$ cat src/rtl/fifo_sc_ew_req_sp_sram_pack_pkg.sv
// Shared helpers for the packed single-port-SRAM FIFO.
package fifo_sc_ew_req_sp_sram_pack_pkg;

  // Ceiling log2. The result is never below 1 so that every derived bus has at least one bit.
  function automatic int func_log2(input int val);
    int r;
    r = 1;
    for (int i = 1; i < 31; i++) begin
      if ((1 << i) < val) r = i + 1;
    end
    return r;
  endfunction

endpackage

$ cat src/rtl/fifo_sc_ew_req_sp_sram_pack_sram_sp_model.sv
// Single-port SRAM behavioural model: one access per cycle, registered read data.
module sram_sp_model
  import fifo_sc_ew_req_sp_sram_pack_pkg::*;
#(
  parameter int DEPTH   = 8,
  parameter int DATA_WD = 16,
  localparam int AW     = func_log2(DEPTH)
) (
  input  logic               clk,
  input  logic               i_cs,
  input  logic               i_we,
  input  logic [AW-1:0]      i_addr,
  input  logic [DATA_WD-1:0] i_din,
  output logic [DATA_WD-1:0] o_dout
);

  logic [DATA_WD-1:0] r_mem [DEPTH];
  logic [DATA_WD-1:0] r_dout;

  always_ff @(posedge clk) begin
    if (i_cs) begin
      if (i_we) r_mem[i_addr] <= i_din;
      else      r_dout        <= r_mem[i_addr];
    end
  end

  assign o_dout = r_dout;

endmodule

$ cat src/rtl/fifo_sc_ew_req_sp_sram_pack.sv
// Exact-width FIFO on a packed single-port SRAM, with a write-pack buffer, a read-unpack
// buffer and a bypass path so that reads always return one cycle after the request.
module fifo_sc_ew_req_sp_sram_pack
  import fifo_sc_ew_req_sp_sram_pack_pkg::*;
#(
  parameter int SIZE         = 64,
  parameter int DATA_WD      = 8,
  parameter int RATIO        = 2,
  parameter int KNOB_LOG     = 0,
  parameter     NAME_LOG_INP = "",
  parameter     NAME_LOG_OUT = "",
  localparam int SIZE_WD     = func_log2(SIZE)
) (
  input  logic               clk,
  input  logic               rstn,
  input  logic               wr_val_i,
  input  logic [DATA_WD-1:0] wr_dat_i,
  output logic               wr_ful_o,
  input  logic               rd_val_i,
  output logic               rd_val_o,
  output logic [DATA_WD-1:0] rd_dat_o,
  output logic               rd_ept_o,
  output logic [SIZE_WD:0]   wd_usd_o
);

  localparam int SRAM_DEPTH = SIZE / RATIO - 4;
  localparam int SRAM_WD    = DATA_WD * RATIO;
  localparam int SA_WD      = func_log2(SRAM_DEPTH);
  localparam int SC_WD      = func_log2(SRAM_DEPTH + 1);
  localparam int US_WD      = SIZE_WD + 1;
  localparam int RB_N       = 2 * RATIO;
  localparam int RB_PW      = func_log2(RB_N);
  localparam int RB_CW      = RB_PW + 1;
  // With the SRAM full and more than RATIO entries parked in rbuf, up to 3*RATIO-1
  // entries can queue on the write side, so wbuf gets 4*RATIO slots of headroom.
  localparam int WB_N       = 4 * RATIO;
  localparam int WB_PW      = func_log2(WB_N);
  localparam int WB_CW      = WB_PW + 1;
  localparam logic [SA_WD-1:0] SA_LAST = SA_WD'(SRAM_DEPTH - 1);

  logic [DATA_WD-1:0] r_rbuf [RB_N];
  logic [DATA_WD-1:0] r_wbuf [WB_N];
  logic [RB_PW-1:0]   r_rb_rp, r_rb_wp;
  logic [RB_CW-1:0]   r_rb_cnt;
  logic [WB_PW-1:0]   r_wb_rp, r_wb_wp;
  logic [WB_CW-1:0]   r_wb_cnt;
  logic [SC_WD-1:0]   r_sram_cnt;
  logic [SA_WD-1:0]   r_sram_wa, r_sram_ra;
  logic               r_rd_fly;
  logic               r_rd_val;
  logic [DATA_WD-1:0] r_rd_dat;

  logic               w_pop_rb, w_pop_wb;
  logic [RB_CW-1:0]   w_rb_free;
  logic               w_rb_room;
  logic [WB_CW-1:0]   w_wb_avail;
  logic               w_pend, w_sram_emp;
  logic               w_rd_issue, w_bypass, w_sram_wr, w_commit, w_rb_push;
  logic [SRAM_WD-1:0] w_pack_word, w_rb_word, w_sram_dout;
  logic [DATA_WD-1:0] w_pop_dat;
  logic [SA_WD-1:0]   w_sram_addr;

  assign w_pop_rb   = rd_val_i && (r_rb_cnt != '0);
  assign w_pop_wb   = rd_val_i && (r_rb_cnt == '0);
  assign w_rb_free  = RB_CW'(RB_N) - r_rb_cnt + RB_CW'(w_pop_rb);
  assign w_rb_room  = w_rb_free >= RB_CW'(RATIO);
  assign w_wb_avail = r_wb_cnt - WB_CW'(w_pop_wb);
  assign w_pend     = w_wb_avail >= WB_CW'(RATIO);
  assign w_sram_emp = r_sram_cnt == '0;

  // SRAM read wins the port; a blocked commit simply retries next cycle.
  assign w_rd_issue = !w_sram_emp && !r_rd_fly && w_rb_room;
  assign w_bypass   = w_pend && w_sram_emp && !r_rd_fly && w_rb_room;
  assign w_sram_wr  = w_pend && !w_bypass && !w_rd_issue && (r_sram_cnt != SC_WD'(SRAM_DEPTH));
  assign w_commit   = w_bypass || w_sram_wr;
  assign w_rb_push  = w_bypass || r_rd_fly;
  assign w_rb_word  = r_rd_fly ? w_sram_dout : w_pack_word;
  assign w_sram_addr = w_rd_issue ? r_sram_ra : r_sram_wa;

  // Oldest entry lands in the LSB slice; skip the head if it is being popped this cycle.
  always_comb begin
    w_pack_word = '0;
    for (int i = 0; i < RATIO; i++) begin
      w_pack_word[i*DATA_WD +: DATA_WD] = r_wbuf[r_wb_rp + WB_PW'(w_pop_wb) + WB_PW'(i)];
    end
  end

  assign w_pop_dat = (r_rb_cnt != '0) ? r_rbuf[r_rb_rp] : r_wbuf[r_wb_rp];

  sram_sp_model #(
    .DEPTH   (SRAM_DEPTH),
    .DATA_WD (SRAM_WD)
  ) u_sram (
    .clk    (clk),
    .i_cs   (w_rd_issue || w_sram_wr),
    .i_we   (w_sram_wr),
    .i_addr (w_sram_addr),
    .i_din  (w_pack_word),
    .o_dout (w_sram_dout)
  );

  always_ff @(posedge clk or negedge rstn) begin
    if (!rstn) begin
      r_rb_rp    <= '0;
      r_rb_wp    <= '0;
      r_rb_cnt   <= '0;
      r_wb_rp    <= '0;
      r_wb_wp    <= '0;
      r_wb_cnt   <= '0;
      r_sram_cnt <= '0;
      r_sram_wa  <= '0;
      r_sram_ra  <= '0;
      r_rd_fly   <= 1'b0;
      r_rd_val   <= 1'b0;
      r_rd_dat   <= '0;
    end else begin
      r_rd_val <= rd_val_i;
      if (rd_val_i) r_rd_dat <= w_pop_dat;

      r_rb_rp  <= r_rb_rp + RB_PW'(w_pop_rb);
      if (w_rb_push) r_rb_wp <= r_rb_wp + RB_PW'(RATIO);
      r_rb_cnt <= r_rb_cnt + (w_rb_push ? RB_CW'(RATIO) : '0) - RB_CW'(w_pop_rb);

      r_wb_rp  <= r_wb_rp + WB_PW'(w_pop_wb) + (w_commit ? WB_PW'(RATIO) : '0);
      r_wb_wp  <= r_wb_wp + WB_PW'(wr_val_i);
      r_wb_cnt <= r_wb_cnt + WB_CW'(wr_val_i) - WB_CW'(w_pop_wb)
                  - (w_commit ? WB_CW'(RATIO) : '0);

      r_sram_cnt <= r_sram_cnt + SC_WD'(w_sram_wr) - SC_WD'(w_rd_issue);
      if (w_sram_wr)  r_sram_wa <= (r_sram_wa == SA_LAST) ? '0 : r_sram_wa + SA_WD'(1);
      if (w_rd_issue) r_sram_ra <= (r_sram_ra == SA_LAST) ? '0 : r_sram_ra + SA_WD'(1);
      r_rd_fly <= w_rd_issue;
    end
  end

  always_ff @(posedge clk) begin
    if (wr_val_i) r_wbuf[r_wb_wp] <= wr_dat_i;
    if (w_rb_push) begin
      for (int i = 0; i < RATIO; i++) begin
        r_rbuf[r_rb_wp + RB_PW'(i)] <= w_rb_word[i*DATA_WD +: DATA_WD];
      end
    end
  end

  assign wd_usd_o = US_WD'(r_rb_cnt) + US_WD'(r_wb_cnt)
                  + US_WD'(r_sram_cnt) * US_WD'(RATIO)
                  + (r_rd_fly ? US_WD'(RATIO) : '0);
  assign wr_ful_o = wd_usd_o >= US_WD'(SIZE);
  assign rd_ept_o = wd_usd_o == '0;
  assign rd_val_o = r_rd_val;
  assign rd_dat_o = r_rd_dat;

`ifdef SIM_KNOB_DBG
  always_ff @(posedge clk) begin
    if (rstn) begin
      if (wr_val_i && wr_ful_o) $fatal(1, "fifo push while full");
      if (rd_val_i && rd_ept_o) $fatal(1, "fifo pop while empty");
      if (rd_val_i && (wd_usd_o != '0))
        assert ((r_rb_cnt != '0) || (w_sram_emp && !r_rd_fly))
          else $error("fifo read head not ready in rbuf");
    end
  end
`endif

endmodule
$ cat config.mk
export PLATFORM = sky130hd
export DESIGN_NAME = fifo_sc_ew_req_sp_sram_pack
export DESIGN_NICKNAME = d
export VERILOG_FILES = /design/src/rtl/fifo_sc_ew_req_sp_sram_pack_pkg.sv /design/src/rtl/fifo_sc_ew_req_sp_sram_pack_sram_sp_model.sv /design/src/rtl/fifo_sc_ew_req_sp_sram_pack.sv
export SDC_FILE = /design/constraint.sdc
export NUM_CORES = 1
export LEC_CHECK = 0
export ABC_AREA = 1
export CAP_MARGIN = 30
export CELL_PAD_IN_SITES_DETAIL_PLACEMENT = 0
export CELL_PAD_IN_SITES_GLOBAL_PLACEMENT = 2
export CORE_MARGIN = 2
export CORE_UTILIZATION = 42
export CTS_BUF_LIST = sky130_fd_sc_hd__clkbuf_4 sky130_fd_sc_hd__clkbuf_8 sky130_fd_sc_hd__clkbuf_16
export CTS_CLUSTER_DIAMETER = 100
export DETAILED_ROUTE_END_ITERATION = 10
export PLACE_DENSITY = 0.77
export REMOVE_ABC_BUFFERS = 1
export SYNTH_ARGS = -nofsm -noshare
export SYNTH_HDL_FRONTEND = slang
export SYNTH_SLANG_ARGS = --single-unit
$ cat constraint.sdc
create_clock -name clk -period 5.2 [get_ports clk]
set_clock_uncertainty 0.05 [all_clocks]
set_input_delay 1.04 -clock clk [delete_from_list [all_inputs] [get_ports clk]]
set_output_delay 1.04 -clock clk [all_outputs]
set_load 0.02 [all_outputs]
==> results of run 1 <==
cell usage after synthesis, types with 2 or more instances:
| cell | instances | area [um2] |
|---|---|---|
| nand2_1 | 1047 | 3930 |
| edfxtp_1 | 560 | 16800 |
| nand3_1 | 250 | 1250 |
| nor2_1 | 129 | 484 |
| o21ai_0 | 111 | 556 |
| inv_1 | 86 | 323 |
| a21oi_1 | 82 | 410 |
| clkbuf_1 | 54 | 203 |
| buf_2 | 47 | 235 |
| dfrtp_1 | 41 | 1030 |
| ha_1 | 34 | 425 |
| o211ai_1 | 32 | 240 |
| buf_4 | 20 | 150 |
| buf_1 | 18 | 67.6 |
| a31oi_1 | 15 | 93.8 |
| xor2_1 | 15 | 131 |
| inv_2 | 12 | 45.0 |
| buf_6 | 8 | 90.1 |
| o22ai_1 | 8 | 50.1 |
| fa_1 | 6 | 120 |
| xnor2_1 | 6 | 52.6 |
| nor3_1 | 4 | 20.0 |
| nand2_2 | 3 | 18.8 |
| nand4_1 | 3 | 18.8 |
| nand4_2 | 3 | 37.5 |
| nor2_2 | 3 | 18.8 |
| nor2_4 | 3 | 33.8 |
| nand3_2 | 2 | 20.0 |
| nand3_4 | 2 | 35.0 |
| nor4_1 | 2 | 12.5 |
| o21ai_2 | 2 | 17.5 |
| or2_2 | 2 | 12.5 |
kinds of logic after synthesis:
group           synth area share [%]
simple gates                    21.9
flops                           65.9
compound gates                  5.28
buf+inv                         4.11
fa+ha+maj                       2.02
xor+xnor                       0.781
registers in the layout (all words and copies together) (netlist names), 4 cells and up:
signal / flops
r_rbuf: 32
r_sram_cnt: 5
r_sram_ra: 5
r_sram_wa: 5
r_wb_cnt: 4
r_wbuf: 64
rd_dat_o: 8
u_sram.o_dout: 16
u_sram.r_mem: 448
routing by layer:
metal  vias to the layer above  wire length, um  GRT usage (%)  share of wire [%]
met5                         -                0              0                  0
met4                         0             2180           7.74                2.8
met3                       112             3460           2.91                4.5
met2                       484            37600           39.1                 49
met1                      9185            33900           31.9                 44
li1                       9059                -              -                  -
critical path, cell delays in order (launching register included):
cell	delay [ns]
dfrtp_1	0.44
fa_1	0.55
fa_1	0.43
a21o_1	0.19
a21oi_1	0.17
nor2_1	0.06
inv_1	0.07
a21oi_1	0.09
nand3b_1	0.16
nor3_1	0.17
clkdlybuf4s50_1	0.63
placed cells by master (no fill, tap or decap), drive strengths merged, types with 26 or more instances in the layout:
cell,Yosys,layout
a21oi,82,82
buf,93,121
clkbuf,54,86
clkdlybuf4s50,0,28
clkinv,0,26
dfrtp,41,41
edfxtp,560,560
ha,34,34
inv,98,100
nand2,1050,1050
nand3,254,254
nor2,135,135
o211ai,32,32
o21ai,115,115
worst max-delay path by stage:
| stage | from | end | slack (ns) | cells past startpoint |
|---|---|---|---|---|
| 2_1_floorplan | rd_val_i | u_sram.r_mem[0][0] | -5.45 | 13 |
| 3_3_place_gp | rd_val_i | u_sram.r_mem[25][5] | 0.42 | 16 |
| 3_5_place_dp | rd_val_i | u_sram.r_mem[21][2] | 0.36 | 16 |
| 4_1_cts | r_rb_cnt[1] | rd_ept_o | 0.48 | 10 |
| 5_1_grt | r_rb_cnt[1] | rd_ept_o | 0.32 | 10 |
| 6_report | r_rb_cnt[1] | rd_ept_o | 0.53 | 10 |
layout make-up:
type                            count  area, um2
Tap cell                          855       1070
Fill cell                        5822      32600
Multi-Input combinational cell   1775       8390
Inverter                           98        370
Clock buffer                       86       1870
Sequential cell                   601      17800
Timing Repair Buffer              149       1590
Clock inverter                     36        378
stage by stage:
step                TNS [ns]  util [%]  hold WS, ns
finish                     0      49.1        0.298
global route               0      49.1        0.302
CTS                        0      49.1        0.283
detailed placement         0      45.6        0.440
global placement           0      45.4        0.439
floorplan           -1954.42         -        0.430
==> impl_metrics.toml, run 1 <==
[place]
numPortBuffers = 29
postPlaceCellArea_um2 = 29300
pre_cts_slack_ns = 0.359
dp_cells = 3478
place_hpwl_mm = 49.9
gp_congestion = 0.834

[detailed_routing]
drc = 0
wirelength_mm = 77.1
dr.pass1.iters = 6
vias = 18800
drt-vias-per-instance = 5.23
drt_iter0_drc = 1611
final_antenna_net_count = 0
routedWlPerCell_um = 21.4

[cells_and_area]
fin_nets = 2746
num_antenna_cells = 0
fin_area_um2 = 31500
stdcell_count = 3600
area_delta_synth_final_pct = 16.4
drive_above_1_share_pct = 10.5

[setup_path]
rr_endpoint = "u_sram.r_mem[19][14]"
critical_path_class = "reg2out"
timing.rr.start = "r_rb_cnt[0]"
timing.reg2reg.setup_slack_ns = 1.48
cp_max_fo = 4
reg2reg_depth = 14
critPathArrivalTime_ns = 3.58
critPathLaunchType = "register"
cp-end-kind = "primary output"
worst_ep_required_time_ns = 4.11

[clock_network]
ctsResizeCount = 0
post_cts_buffers = 0
cts_tree = "built"
cts.sinks = 601
clock_latency_ns = 0.62
cts_root_buf = "clkbuf_16"
path_clk_slew_ns = 0.06
clockBufferDepth = 3
hold_buffers = 0
h-tree-depth = 3
cts_inserted_buffers = 69

[sta]
worst_slew_pin_slew_ns = 0.811
finalHoldViolations = 0
rsz0062_at_grt = "no"
maxSlewViolCount = 0
finalCritPeriodShare_pct = 89.8
maxSlewHeadroom_pct = 45.9
setup_viol = 0
max_freq_mhz = 214
worst_slack_ns = 0.529
period_minus_slack_ns = 4.67

[synth]
synth_edf_count = 560
netlist_instances = 2621
async_reset_ff_share_pct = 6.82
synth_cell_types = 43
synthFlopType = "edfxtp_1"
seq_area_frac_synth_pct = 65.9
syn_area_um2 = 27100
synth_seq_cells = 601
avgSynthCellArea_um2 = 10.3
ys_warn_count = 0

[global_routing]
grt_usage_pct = 23.4
grt_pass1_vias = 18600
antenna_found_initial = 1
overflow = 0
grt_pass1_wl_mm = 117
grt_max_degree = 105

[die]
pin_count = 30
core-area_um2 = 64100
start_util_pct = 42.2
die_height_um = 258
std_cell_rows = 93
fp.dieW_um = 258
die-area_um2 = 66500

[job]
max-cap-violations = 0

[outcome]
status = "completed"

[min_path]
worstHoldPathType = "in2async"
Power of run 1 is not shown: default switching activity piles up to over one toggle a cycle in this logic, so the estimate is an artifact.
==> run 2, diff against run 1 <==
- CORE_MARGIN: 2 -> unset
==> run 2 against run 1 <==
  * Via count decreased by 0.54%
  * Die area fell by 1.5%
  * Flip-flop and latch count is the same
  * Critical path depth unchanged
  * Clock-buffer cell count down 4
  * Global-route usage down 0.26 points
  * Critical path type unchanged
  * Largest cell class unchanged
==> impl_metrics.toml, run 2 (synthesized netlist as in run 1, its figures left out) <==
[place]
numPortBuffers = 29
dp_cells = 3463
place_hpwl_mm = 48.4
pre_cts_slack_ns = 0.269
gp_congestion = 0.849

[sta]
worst_slew_pin_slew_ns = 0.866
max_freq_mhz = 218
worst_slack_ns = 0.617
maxSlewHeadroom_pct = 42.3
hold_slack_ns = 0.189
finalHoldViolations = 0
setup_viol = 0
rsz0062_at_grt = "no"
finalCritPeriodShare_pct = 88.1
maxSlewViolCount = 0
period_minus_slack_ns = 4.58

[setup_path]
critPathLaunchType = "register"
critical_path_class = "reg2out"
critPathArrivalTime_ns = 3.49
cp-end-kind = "primary output"
reg2reg_depth = 9
cp_max_fo = 4
worst_ep_required_time_ns = 4.11

[cells_and_area]
num_antenna_cells = 0
post-route-util_pct = 49.2
fin_nets = 2740
drive_above_1_share_pct = 10.0
final_common_cell = "nand2_1"
reg.largest.list = "u_sram.r_mem (448), r_wbuf (64), r_rbuf (32)"
regMostFlops = "u_sram.r_mem"
stdcell_count = 3585
largest_reg_flops = 448
area_delta_synth_final_pct = 15.4
final_cell_mix = "nand2_1, edfxtp_1, nand3_1, nor2_1, o21ai_0"
fillers = 5710

[detailed_routing]
drt-vias-per-instance = 5.23
dr.pass1.iters = 5
final_antenna_net_count = 0
drc = 0
wirelength_mm = 75.4
vias = 18700
routedWlPerCell_um = 21.0
drt_iter0_drc = 1540

[clock_network]
path_clk_slew_ns = 0.06
cts_inserted_buffers = 68
cts.sinks = 601
h-tree-depth = 3
clockBufferDepth = 3
clock_latency_ns = 0.61
cts_tree = "built"
hold_buffers = 0
ctsResizeCount = 0
cts_root_buf = "clkbuf_16"
post_cts_buffers = 0

[outcome]
status = "completed"

[die]
start_util_pct = 42.7
die_height_um = 256
pin_count = 30
core-area_um2 = 63400
die-area_um2 = 65500
fp.dieW_um = 256
std_cell_rows = 92

[global_routing]
grt_pass1_wl_mm = 115
grt_usage_pct = 23.2
overflow = 0
antenna_found_initial = 2
grt_pass1_vias = 18400
grt_max_degree = 91

[min_path]
worstHoldPathType = "in2async"

[job]
max-cap-violations = 0
[run 2: cell count changes in the layout (fill, tap and decap cells not counted), moves of 3 or more]
cell | before | now
bufinv_16 | 5 | 2
clkinv_1 | 10 | 16
buf_4 | 84 | 89
clkbuf_4 | 16 | 10
buf_12 | 29 | 14
inv_6 | 0 | 4
buf_16 | 1 | 4
clkinv_8 | 5 | 1
[run 2: final timing paths]
check / startpoint / to / slack (ns)
max in group asynchronous: rstn / r_rb_rp[0] / 4.47
min in group clk: rd_dat_o[5] / rd_dat_o[5] / 0.44
max reg2reg: r_rd_fly / u_sram.r_mem[26][4] / 1.29
max: r_rb_cnt[1] / rd_ept_o / 0.62
min: rstn / r_sram_ra[2] / 0.19
min reg2reg: rd_dat_o[5] / rd_dat_o[5] / 0.44
[run 2: routing by layer]
metal  global-route usage, %  vias up  share of wire [%]
met2                    38.9      485                 49
met4                    5.99        0                2.2
met5                       0        -                  0
li1                        -     9047                  -
met1                    31.7     9099                 44
met3                    3.08      108                4.7
[run 2: through the flow]
step	TNS [ns]	instance area (um2)
4_1_cts	0	31200
2_1_floorplan	-1954.42	26300
5_1_grt	0	31200
6_report	0	31200
3_3_place_gp	0	28900
3_5_place_dp	0	29100
[run 2: layout make-up]
type / count / area (um2) / area share (%)
clock buffer: 82 / 1850 / 5.94
clock inverter: 39 / 272 / 0.870
inverter: 98 / 370 / 1.19
multi-input combinational: 1775 / 8390 / 26.9
sequential: 601 / 17800 / 57.2
tap: 846 / 1060 / 3.39
timing repair buffer: 144 / 1430 / 4.59
[run 2: critical path: stages (launching register included)]
cell	delay, ns
dfrtp_1	0.44
fa_1	0.54
fa_1	0.42
a21o_1	0.17
a21oi_1	0.16
nor2_1	0.06
inv_1	0.06
a21oi_1	0.09
nand3b_1	0.16
nor3_1	0.17
clkdlybuf4s50_1	0.62
Power of run 2 is left out for the same reason.
